==> src/rtl/hash_check_pkg.sv <==
// Shared constants, state encoding and the hash step for the streaming hash checker.
// Used by tt_um_save_buffer_hash_checker and stream_hash_core.
package hash_check_pkg;

  localparam logic [7:0] SEED_DEFAULT = 8'h42;

  typedef enum logic [1:0] {
    ST_IDLE    = 2'd0,
    ST_PAYLOAD = 2'd1,
    ST_DIGEST  = 2'd2
  } state_t;

  // uo_out readback select codes (uio_in[7:6])
  localparam logic [1:0] SEL_HASH     = 2'b00;
  localparam logic [1:0] SEL_PASS_CNT = 2'b01;
  localparam logic [1:0] SEL_FAIL_CNT = 2'b10;
  localparam logic [1:0] SEL_REM      = 2'b11;

  typedef struct packed {
    state_t     state;
    logic [7:0] rem;
    logic [7:0] hash;
  } dbg_t;

  // Mix the byte in, then fold the nibble-swapped value back onto itself.
  function automatic logic [7:0] hash_step(input logic [7:0] h, input logic [7:0] b);
    logic [7:0] m;
    m = h ^ b;
    return m ^ {m[3:0], m[7:4]};
  endfunction

endpackage

==> src/rtl/stream_hash_core.sv <==
// Running 8-bit hash register: reloads INIT on reset or load, advances one byte when en.
// load wins over en so a frame start never mixes in a stale byte.
module stream_hash_core
  import hash_check_pkg::*;
#(
  parameter logic [7:0] INIT = SEED_DEFAULT
) (
  input  logic       clk,
  input  logic       rst_n,
  input  logic       load,
  input  logic       en,
  input  logic [7:0] din,
  output logic [7:0] hash
);

  always_ff @(posedge clk) begin
    if (!rst_n) begin
      hash <= INIT;
    end else if (load) begin
      hash <= INIT;
    end else if (en) begin
      hash <= hash_step(hash, din);
    end
  end

endmodule

==> config.mk <==
export PLATFORM = sky130hd
export DESIGN_NAME = stream_hash_core
export DESIGN_NICKNAME = d
export VERILOG_FILES = /design/src/rtl/hash_check_pkg.sv /design/src/rtl/stream_hash_core.sv
export SDC_FILE = /design/constraint.sdc
export NUM_CORES = 1
export LEC_CHECK = 0
export ABC_AREA = 0
export CORE_AREA = 2 2 39 41
export DETAILED_ROUTE_END_ITERATION = 16
export DIE_AREA = 0 0 41 43
export HOLD_SLACK_MARGIN = 0.06
export PLACE_DENSITY_LB_ADDON = 0.12
export SETUP_SLACK_MARGIN = 0.4
export SLEW_MARGIN = 30
export SYNTH_ARGS = -nofsm -noshare
export SYNTH_HDL_FRONTEND = slang
export SYNTH_SLANG_ARGS = --single-unit
==> constraint.sdc <==
create_clock -name clk -period 1.5 [get_ports clk]
set_input_delay 0.15 -clock clk [delete_from_list [all_inputs] [get_ports clk]]
set_output_delay 0.15 -clock clk [all_outputs]
set_load 0.01 [all_outputs]
Word-level counts from Yosys, hierarchy flattened
Cells that the tools add are included.
{"block": "word_totals", "reg_bits": 8, "inputBits": 12, "output_inout_bits": 8, "wordCells": 5}
{"block": "classes", "bitwise_logic": 3, "reduce_logical": 1}
{"cell": "$xor A8 B8 Y8", "n": 2}
{"cell": "$reduce_or A2 Y1", "n": 1}
{"cell": "$not A1 Y1", "n": 1}

Longest topological paths before layout
Gate-level depths: netlist of the first run.
{"block": "logic_depth", "ltp_word": 2, "ltp_mapped": 3, "ltp_nobuf": 3}

Worst setup path after synthesis of the first run
No wires, ideal clock.
{"block": "synth_timing", "path_kind": "flip-flop to flip-flop", "startpoint": "register hash[1]", "endpoint": "register hash[5]", "setup_time_ns": 0.070, "t_arrival_ns": 1.214, "required_time_ns": 1.430, "path_slack_ns": 0.216, "stages_incl_launch_ff": 4, "period_less_slack_ns": 1.284, "cell_sequence": "dfxtp_1 xnor3_1 or3_1 a21oi_1"}
{"block": "synth_between", "elab_chain_len": 2}
{"item": "start, declared", "line_no": "stream_hash_core.sv:13", "source": "output logic [7:0] hash"}
{"item": "start signal, assigned", "line_no": "stream_hash_core.sv:22", "source": "hash <= hash_step(hash, din);"}
{"item": "$xor A8 B8 Y8", "line_no": "hash_check_pkg.sv:28", "source": "m = h ^ b;"}
{"item": "$xor A8 B8 Y8", "line_no": "hash_check_pkg.sv:29", "source": "return m ^ {m[3:0], m[7:4]};"}
No other way between the ends.
A chain may end at the register's enable or synchronous reset.

Final worst setup path of the first run
Ends and elaborated chain as after synthesis.

==> results of run 1 <==
[worst max-delay path by stage]
stage                  from  endpoint  slack (ns)
global placement     din[1]   hash[5]       -0.02
finish              hash[1]   hash[5]        0.43
floorplan           hash[5]   hash[1]        0.42
global route        hash[1]   hash[5]        0.39
CTS                 hash[1]   hash[5]        0.27
detailed placement   din[1]   hash[5]       -0.05
[layer usage]
layer | wire [um] | GRT usage, % | share of wire (%) | vias up
met5 | 0 | 0 | 0 | -
met2 | 378 | 15.6 | 50 | 16
met1 | 303 | 13.1 | 40 | 145
met3 | 81 | 3.14 | 11 | 0
met4 | 0 | 8.00 | 0 | 0
li1 | - | - | - | 170
[stage by stage]
step	hold WS [ns]	utilization, %	std cells	TNS (ns)
2_1_floorplan	0.246	-	33	0
3_5_place_dp	0.488	41.9	70	-0.0886
3_3_place_gp	0.471	41.9	70	-0.0284
4_1_cts	0.461	43.6	75	0
5_1_grt	0.270	44.3	75	0
6_report	0.227	44.3	75	0
[cells in the final DEF, fill, tap and decap left out]
cell type         n
o21ai_1           2
o21ai_0           2
inv_1             1
clkdlybuf4s50_1   6
nor3_2            1
nor3_1            1
clkbuf_4          3
a21oi_1           2
xnor3_1           4
nor2b_1           1
dfxtp_1           2
dlygate4sd2_1    11
nand2b_1          1
xnor2_1           2
nand3b_1          2
buf_4             6
dfxtp_2           4
nor2_1            2
or3_1             2
dlymetal6s2s_1    2
a211oi_1          2
[final cells by class]
type                       instances  share of cell area [%]
timing repair buffer              25                    36.9
multi-input combinational         24                    35.1
sequential                         6                    20.4
clock buffer                       3                    3.67
tap                               16                    3.27
inverter                           1                   0.612
[kinds of logic after synthesis]
family	Yosys count	synth area share [%]
simple gates	10	16.5
flops	6	34.4
buf+inv	3	5.37
compound gates	8	12.9
xor+xnor	6	30.8
[report_power, final]
group | switching, W | total (W) | internal, W | leakage [nW]
combinational | 0.0000417 | 0.000121 | 0.0000796 | 0.241
sequential | 0.00000625 | 0.000175 | 0.000169 | 0.0491
clock | 0.0000575 | 0.000148 | 0.0000905 | 0.0138
total | 0.000105 | 0.000445 | 0.000339 | 0.304
[what timing repair did]
item	4_1_cts	5_1_grt
setup endpoints to repair	12	4
buffers inserted	2	0
pin swaps	6	4
gates resized for setup	12	4
==> results.toml, run 1 <==
[detailed_routing]
ant_nets = 0
wirelength_um = 762
drc = 0
via_per_inst = 4.41
routed-via-count = 331
drt_iter0_markers = 2
drt_pass1_iterations = 2
wire_per_inst_um = 10.2

[synthesis]
synthTopCellsByCount = "dfxtp_1 (6), o21ai_0 (4), xnor3_1 (4)"
ys_seq_elements = 6
synth.yosys.seq_area_share_pct = 34.4
syn_nets = 45
synth_cell_types = 14
syn_inst = 33
ys_async_sr_fraction_pct = 0
synth-edff-count = 0
avgSynthCellArea_um2 = 10.6
yosysMostFrequentCell = "dfxtp_1"
synthTopCellsByArea = "dfxtp_1 (34%), xnor3_1 (26%), o21ai_0 (5.7%)"
ys_warn_count = 0
synth_top_cell_area_share_pct = 34.4
synth.largest_area_cell = "dfxtp_1"
synth_ff_type = "dfxtp_1"
synth_area_um2 = 349

[setup_path]
slowest_stage = "dfxtp_2"
worstPathMaxFanout = 3
rr_endpoint = "hash[5]"
r2r-start = "hash[1]"
path_cells = "xnor3_1 -> or3_1 -> a21oi_1"
r2r_cells = 3
slowest_delay_ns = 0.33
cp_data_required_time_ns = 1.67
reg2reg_slack_ns = 0.43
cp_num_cells = 3
critPathArrivalTime_ns = 1.24
crit_buf_inv = 0
cp_top_family = "flip-flops"
worst-setup-path-type = "reg2reg"
end_kind = "register"
setup.worst_path.start_class = "register"

[cts]
cts_max_level = 1
cts_hold_buf = 0
clock_latency_ns = 0.24
cts_buffer_depth = 2
path_clk_slew_ns = 0.05
clockRootBuffer = "clkbuf_4"
cts_buffers = 3
clock-sinks = 6
cts_tree = "done"

[flow_run]
drv_cap = 0

[finish]
stdcell_area_um2 = 613
reg.largest.list = "hash (6)"
synthToLayoutAreaGrowth_pct = 75.6
diodes = 0
multi_input_comb_area_um2 = 215
drive_gt1_share_pct = 23.7
fin_nets = 73
fillers = 145
regMostFlops = "hash"
largest_reg_flops = 6
seqCellArea_um2 = 125

[floorplan]
rows = 14
fp.dieW_um = 41
start_util_pct = 25.2
fp.dieH_um = 43
core-area_um2 = 1380
die-area_um2 = 1760
ios = 20

[placement]
postPlaceCellArea_um2 = 579
dp_slack_ns = -0.0489
io_buffers = 19
gp_congestion = 0.621

[sta]
drv_slew = 0
relSlewSlack_pct = 87.8
timing.fmax_ghz = 0.935
period_share_pct = 71.3
clock-skew-final_ns = 0.00286
min_period_ns = 1.07
finalHoldViolations = 0
tightest_slew_ns = 0.182
rsz0062_at_grt = "true"
setup_ws_ns = 0.431
final-setup-viol-count = 0

[global_route]
grt.total_usage_pct = 10.9
grt_first_pass_wirelength_um = 1260
grt_max_degree = 6
antenna_found_initial = 0
grt_overflow_total = 0
grt_pass1_vias = 327

[status]
status = "finished clean"

[hold_path]
hold_path_depth = 2
hold_start = "en"
holdPathEnd = "hash[3]"
hold_path.class = "in2reg"

[pwr]
power_density_nw_per_um2 = 725
p_total_w = 0.000445
max-vdd-ir-drop_v = 0.000365
leakagePower_nw = 0.304
(Power assumes the default switching activity.)
==> run 2: changes to the inputs <==
clock period = 0.95 ns   (was 1.5 ns; I/O delays follow)
==> results.toml, run 2 (synthesized netlist as in run 1, its figures left out) <==
[status]
status = "finished with violations"
violations = "negative setup slack"

[finish]
fin_nets = 77
regMostFlops = "hash"
synthToLayoutAreaGrowth_pct = 107
fin_cells = 79
mostFrequentLayoutCells = "buf_6 (11), buf_4 (7), dlymetal6s2s_1 (5), dlygate4sd2_1 (5)"
reg.largest.list = "hash (6)"
multi_input_comb_area_um2 = 250
diodes = 0
largest_reg_flops = 6
seqCellArea_um2 = 133
final_common_cell = "buf_6"
fillers = 128
drive_gt1_share_pct = 54.0

[setup_path]
slowest_stage = "dfxtp_2"
rr_endpoint = "hash[2]"
slowest_delay_ns = 0.33
worst-setup-path-type = "reg2reg"
setup.worst_path.start_class = "register"
cp_num_cells = 3
crit_buf_inv = 0
critPathArrivalTime_ns = 1.24
cp_top_family = "flip-flops"
reg2reg_slack_ns = -0.12
r2r_cells = 3
crit_start = "hash[6]"
crit_path_end = "hash[2]"
end_kind = "register"
cp_data_required_time_ns = 1.12
r2r-start = "hash[6]"
worstPathMaxFanout = 2
path_cells = "xnor3_1 -> or3_1 -> a21oi_1"

[cts]
clockRootBuffer = "clkbuf_4"
cts_tree = "done"
path_clk_slew_ns = 0.05
clock_latency_ns = 0.24
clock-sinks = 6
cts_max_level = 1
cts_buffer_depth = 2
cts_buffers = 3

[floorplan]
fp.dieW_um = 41
die-area_um2 = 1760
core-area_um2 = 1380
start_util_pct = 25.2
fp.dieH_um = 43
rows = 14
ios = 20

[placement]
dp_slack_ns = -0.541
gp_congestion = 0.572
placedCellCount = 71
io_buffers = 19
dpl.hpwl_um = 617

[hold_path]
hold_path_depth = 3
hold_path.class = "in2reg"

[sta]
tightest_slew_ns = 0.206
drv_slew = 0
final-setup-viol-count = 3
worst_hold_slack_ns = 0.197
finalHoldViolations = 0
relSlewSlack_pct = 86.1
setup_ws_ns = -0.119
period_share_pct = 113
clock-skew-final_ns = 0.000118
rsz0062_at_grt = "true"
timing.fmax_ghz = 0.935
min_period_ns = 1.07
tns_ns = -0.245

[global_route]
grt_overflow_total = 0
grt.total_usage_pct = 10.6
grt_max_degree = 6
antenna_found_initial = 0
grt_first_pass_wirelength_um = 1240
grt_pass1_vias = 336

[detailed_routing]
via_per_inst = 4.37
drt_iter0_markers = 1
ant_nets = 0
drt_pass1_iterations = 3
routed-via-count = 345
wirelength_um = 786
drc = 0
wire_per_inst_um = 9.95

[pwr]
leakagePower_nw = 0.367
power_density_nw_per_um2 = 1030
max-vdd-ir-drop_v = 0.000665
p_total_w = 0.000747

[flow_run]
drv_cap = 0
## run 2: power breakdown
part           internal, W  total [W]  switching (W)
combinational     0.000161   0.000242      0.0000817
clock             0.000142   0.000226      0.0000835
sequential        0.000265   0.000278      0.0000139
total             0.000567   0.000747       0.000179
## run 2: area by class of cell
type,count,share of cell area [%]
tap,16,2.77
multi-input combinational,24,34.7
sequential,6,18.4
inverter,1,0.520
clock buffer,3,3.12
timing repair buffer,29,40.6
## run 2: metrics by stage
| step | area (um2) | util (%) |
|---|---|---|
| CTS | 654 | 47.3 |
| detailed placement | 589 | 42.6 |
| global placement | 589 | 42.6 |
| finish | 722 | 52.2 |
| global route | 722 | 52.2 |
| floorplan | 364 | - |
## run 2: worst register-to-register path, stage by stage (launching register included)
cell and delay [ns]:
dfxtp_2 0.33, xnor3_1 0.23, or3_1 0.31, a21oi_1 0.13
## run 2: per-layer routing
metal,GRT usage (%),vias to the layer above,wire (um)
li1,-,180,-
met1,11.7,149,322
met2,15.9,16,393
met3,3.14,0,71
met4,8.00,0,0
met5,0,-,0
## run 2: worst min path at each step
stage,startpoint,end,slack (ns)
3_3_place_gp,hash[5],hash[5],0.48
5_1_grt,din[0],hash[4],0.20
4_1_cts,load,hash[1],0.23
6_report,din[0],hash[4],0.20
3_5_place_dp,hash[3],hash[3],0.49
2_1_floorplan,en,hash[3],0.18
## run 2: repair_timing
action,CTS,global route
gates resized for setup,53,15
endpoints found under the setup margin,14,14
pin swaps,8,9
buffers inserted,3,2
hold buffers,0,0
